[src/rtl/adc_capture_ctrl.sv]
// Capture controller: records CapLast+1 multi-channel ADC frames into BRAM on a CapStart rise.
// Optional decimation is enabled by defining ADC_CAP_DECIM_EN (adds the CapDecim port).
module adc_capture_ctrl #(
  parameter int C_AdcChnls    = 8,
  parameter int C_AdcSmplBits = 16,
  parameter int C_AddrBits    = 14
) (
  input  logic                                AdcFrmClk,
  input  logic                                SysRst_n,
  input  logic                                AdcDataValid,
  input  logic [C_AdcChnls*C_AdcSmplBits-1:0] AdcData,
  input  logic                                CapStart,
  input  logic [C_AddrBits-1:0]               CapLast,
`ifdef ADC_CAP_DECIM_EN
  input  logic [7:0]                          CapDecim,
`endif
  output logic                                CapBusy,
  output logic                                CapDone,
  output logic                                CapAbort,
  output logic [C_AddrBits-1:0]               BramAddr,
  output logic [C_AdcChnls*C_AdcSmplBits-1:0] BramDin,
  output logic                                BramWe
);
  typedef enum logic [1:0] {IDLE, CAPT, DONE} state_t;

  state_t                state;
  logic                  start_s1, start_s2, start_prev;
  logic                  start_edge;
  logic [C_AddrBits-1:0] last;
  logic                  wr_frm;

  assign start_edge = start_s2 & ~start_prev;

`ifdef ADC_CAP_DECIM_EN
  logic [7:0] decim, dcnt;
  // dcnt counts frames since the last write; a frame is written once it reaches the latched ratio
  assign wr_frm = (dcnt == decim);
`else
  assign wr_frm = 1'b1;
`endif

  always_ff @(posedge AdcFrmClk or negedge SysRst_n) begin
    if (!SysRst_n) begin
      start_s1   <= 1'b0;
      start_s2   <= 1'b0;
      start_prev <= 1'b0;
      state      <= IDLE;
      last       <= '0;
      CapBusy    <= 1'b0;
      CapDone    <= 1'b0;
      CapAbort   <= 1'b0;
      BramWe     <= 1'b0;
      BramAddr   <= '0;
      BramDin    <= '0;
`ifdef ADC_CAP_DECIM_EN
      decim      <= '0;
      dcnt       <= '0;
`endif
    end else begin
      start_s1   <= CapStart;
      start_s2   <= start_s1;
      start_prev <= start_s2;
      case (state)
        IDLE: begin
          BramWe   <= 1'b0;
          BramAddr <= '0;
          BramDin  <= '0;
          if (start_edge && AdcDataValid) begin
            state    <= CAPT;
            last     <= CapLast;
            CapBusy  <= 1'b1;
            CapDone  <= 1'b0;
            CapAbort <= 1'b0;
            BramWe   <= 1'b1;
            BramDin  <= AdcData;
`ifdef ADC_CAP_DECIM_EN
            decim    <= CapDecim;
            dcnt     <= '0;
`endif
          end
        end
        CAPT: begin
          // Completion wins over a dropped link: every requested frame is already stored.
          if (BramWe && BramAddr == last) begin
            state    <= DONE;
            BramWe   <= 1'b0;
            BramAddr <= '0;
            BramDin  <= '0;
          end else if (!AdcDataValid) begin
            state    <= IDLE;
            CapBusy  <= 1'b0;
            CapAbort <= 1'b1;
            BramWe   <= 1'b0;
            BramAddr <= '0;
            BramDin  <= '0;
          end else begin
            BramWe <= wr_frm;
            if (wr_frm) begin
              BramAddr <= BramAddr + 1'b1;
              BramDin  <= AdcData;
            end
`ifdef ADC_CAP_DECIM_EN
            dcnt <= wr_frm ? 8'd0 : dcnt + 8'd1;
`endif
          end
        end
        DONE: begin
          state   <= IDLE;
          CapBusy <= 1'b0;
          CapDone <= 1'b1;
        end
        default: state <= IDLE;
      endcase
    end
  end
endmodule

[config.mk]
export PLATFORM = sky130hd
export DESIGN_NAME = adc_capture_ctrl
export DESIGN_NICKNAME = d
export VERILOG_FILES = /design/src/rtl/adc_capture_ctrl.sv
export SDC_FILE = /design/constraint.sdc
export NUM_CORES = 1
export LEC_CHECK = 0
export ABC_AREA = 0
export BUFFER_PORTS_ARGS = -buffer_cell sky130_fd_sc_hd__buf_2
export CAP_MARGIN = 5
export CORE_MARGIN = 5
export CORE_UTILIZATION = 50
export DETAILED_ROUTE_END_ITERATION = 16
export PLACE_DENSITY = 0.9
export SKIP_CTS_REPAIR_TIMING = 1
export SYNTH_ARGS = -nofsm -noshare
export SYNTH_HDL_FRONTEND = slang
export SYNTH_SLANG_ARGS = --single-unit
[constraint.sdc]
create_clock -name AdcFrmClk -period 3.4 [get_ports AdcFrmClk]
set_input_delay 0.34 -clock AdcFrmClk [delete_from_list [all_inputs] [get_ports AdcFrmClk]]
set_output_delay 0.34 -clock AdcFrmClk [all_outputs]
set_load 0.01 [all_outputs]
==> key figures <==
Final layout
  • Final antenna diode count: 0
  • Final-layout fill cell count: between 800 and 900
  • Nets: 880
  • Layout cell share with drive strength beyond 1: 46.6%
  • Multi-input combinational cell area: roughly 2000 µm²
  • Area grow syn2layout: 33.3%
  • Storage cell area: roughly 4100 µm²
  • Post-Layout Cell Count: slightly above 900

Power
  • P_leak: around 0.0047 µW
  • Peak supply drop: 0.000436 V
  • Design Power: between 6000 and 7000 µW
  • Power Density: roughly 770 nW/µm²

Timing
  • Final min period: 2.41 ns
  • Final hold vios: 0
  • Layout Skew: 0.00960 ns
  • Tcrit/Tclk final: 70.8%
  • Setup TNS: 0 ns
  • Final setup viols: 0
  • Max Fclk: 416 MHz
  • RSZ-0062 raised after global routing: no
  • Slew HR: 53.4%
  • Worst hold margin: around 0.031 ns
  • Worst slew pin tran: 0.698 ns
  • Slew Viols, Final: 0

Floorplanning
  • Placeable Area: about 13000 µm²
  • Die ar.: 15100 µm²
  • Die height: about 120 µm
  • Number of I/O pins: 292
  • Row Count: between 40 and 50
  • Starting Density: between 50 and 60%
  • Chip width: ~120 µm

CTS
  • CTS Buf Count: 17
  • CTS H-tree depth: 4
  • Root buffer cell: clkbuf_16
  • Clock transition at path regs: approximately 0.06 ns
  • Clock latency at the later pin of the worst-skew pair: 0.42 ns
  • Clock sink count: approximately 170
  • CTS max path bufs: 2
  • CTS tree: yes

Yosys
  • Post-synthesis average cell area: about 14 µm²
  • Most instantiated cells after synthesis: dfrtp_1, a22o_1, clkbuf_1, xor2_1
  • Post-Syn Instances: ~450
  • Sequential element share of the synthesized area: between 60 and 70%
  • Largest area contributor in the netlist: dfrtp_1
  • Top cell type's share of synthesized area: between 60 and 70%
  • Synth Cell Area: about 6400 µm²
  • #FFs+latches synth: 165
  • Yosys cell types: 37
  • Main synth FF type: dfrtp_1
  • Top-count cell post-synth: dfrtp_1
  • EDFF count, synth: 0
  • Largest cells by area after synthesis: dfrtp_1, a22o_1, buf_6
  • Post-synth ARST share: 100%
  • Syn_nets: between 500 and 600
  • Yosys warning total: 0

Worst setup path
  • Critical path class: reg2reg
  • Arr. time, crit path: between 2 and 3 ns
  • Type of origin of the critical path: flip-flop
  • FF-to-FF path depth: 6
  • Crit end category: flip-flop
  • Worst Path Max Fanout: 68
  • Required time of the critical path: around 3.8 ns

Drt
  • Initial DRC count: 338
  • DR WL/cell: approximately 19 µm
  • Post-Route WL: 17700 µm
  • Vias per inst: around 5.5
  • Detailed-route DRC error count: 0
  • Vias: 5061
  • DRT antenna net count: 0
  • Initial DRT Pass Iterations: 5

GRT
  • Grt ovf: 0
  • Vias in the first global route: between 5000 and 6000
  • First-pass GRT wire length: about 27000 µm
  • Largest net degree at the start of global routing: 133
  • Gr usage total: a little under a quarter
  • Antenna violations before repair: 1

Place
  • Final RePlAce weighted congestion: 0.890
  • IO Port Bufs: about 290
  • Inst Count DP: between 800 and 900
  • Post-DP HPWL: around 13000 µm

Worst hold path
  • Worst hold path depth: 1
  • Path type of the worst min-delay path: in2reg

Flow run
  • Max Cap Viol: 0

Status
  • Status: completed
-- worst max-delay path, stage by stage, from the launching register on --
cell and delay (ns):
dfrtp_1 0.41, inv_1 0.11, ha_1 0.43, nand2_1 0.28, o22ai_4 0.24, buf_4 0.58, a22o_1 0.24
-- cell usage in the layout (no fill, tap or decap), types with 4 or more instances in the layout --
| master | n |
|---|---|
| ha_1 | 5 |
| nand4_1 | 5 |
| nand3_1 | 5 |
| nand2_1 | 9 |
| and4_1 | 4 |
| nor2_1 | 9 |
| a22o_1 | 131 |
| xor2_1 | 15 |
| clkbuf_16 | 17 |
| xnor2_1 | 8 |
| mux2_2 | 14 |
| dfrtp_1 | 165 |
| a21oi_1 | 13 |
| buf_2 | 290 |
-- path summary, 6_finish.rpt --
check	startpoint	to	slack, ns
worst max-delay path	state[1]	BramDin[65]	0.99
worst min-delay path	CapStart	start_s1	0.03
worst max register to register	state[1]	BramDin[65]	0.99
worst min register to register	start_s1	start_s2	0.35
max in group asynchronous	SysRst_n	BramDin[52]	1.99
min in group asynchronous	SysRst_n	last[9]	0.50
-- where the power goes --
part           switching, µW  internal, µW
sequential               307          2430
combinational           1060           784
clock                    766          1190
-- cell type report --
type	count	area share, %
multi-input cells	245	23.6
flip-flops and latches	165	48.5
clock buffers	20	5.36
clock inverters	12	1.81
repair buffers	297	18.0
well taps	172	2.53
inverters	3	0.132
-- registers in the layout (all words and copies together), names as in the netlist --
register	flops
last	14
CapBusy	1
CapAbort	1
CapDone	1
BramAddr	14
BramDin	128
state	2
start_prev	1
BramWe	1
start_s2	1
start_s1	1
-- per-layer routing --
metal,track usage (%),wire length (µm),vias to the layer above
met5,0,7,-
met4,8.51,348,2
met3,6.77,1410,33
met2,38.9,9070,242
met1,28.6,6840,2529
li1,-,-,2255
-- cell families after synthesis --
| group | synth area share (%) |
|---|---|
| flip-flops | 64.6 |
| AO/OA/AOI/OAI | 20.4 |
| AND/OR/NAND/NOR | 4.19 |
| buffers and inverters | 3.98 |
| XOR/XNOR | 3.15 |
| multiplexers | 2.62 |
| adder cells (fa/ha/maj) | 0.979 |
-- stage by stage --
step | instance area [µm²] | util [%] | setup slack (ns)
global route | 8510 | 67.7 | 0.834
detailed placement | 7890 | 62.8 | 1.02
floorplan | 6390 | - | 1.47
CTS | 8500 | 67.7 | 1.02
finish | 8510 | 67.7 | 0.994
global placement | 7890 | 62.8 | 1.17
Power figures use the tool's default switching activity.
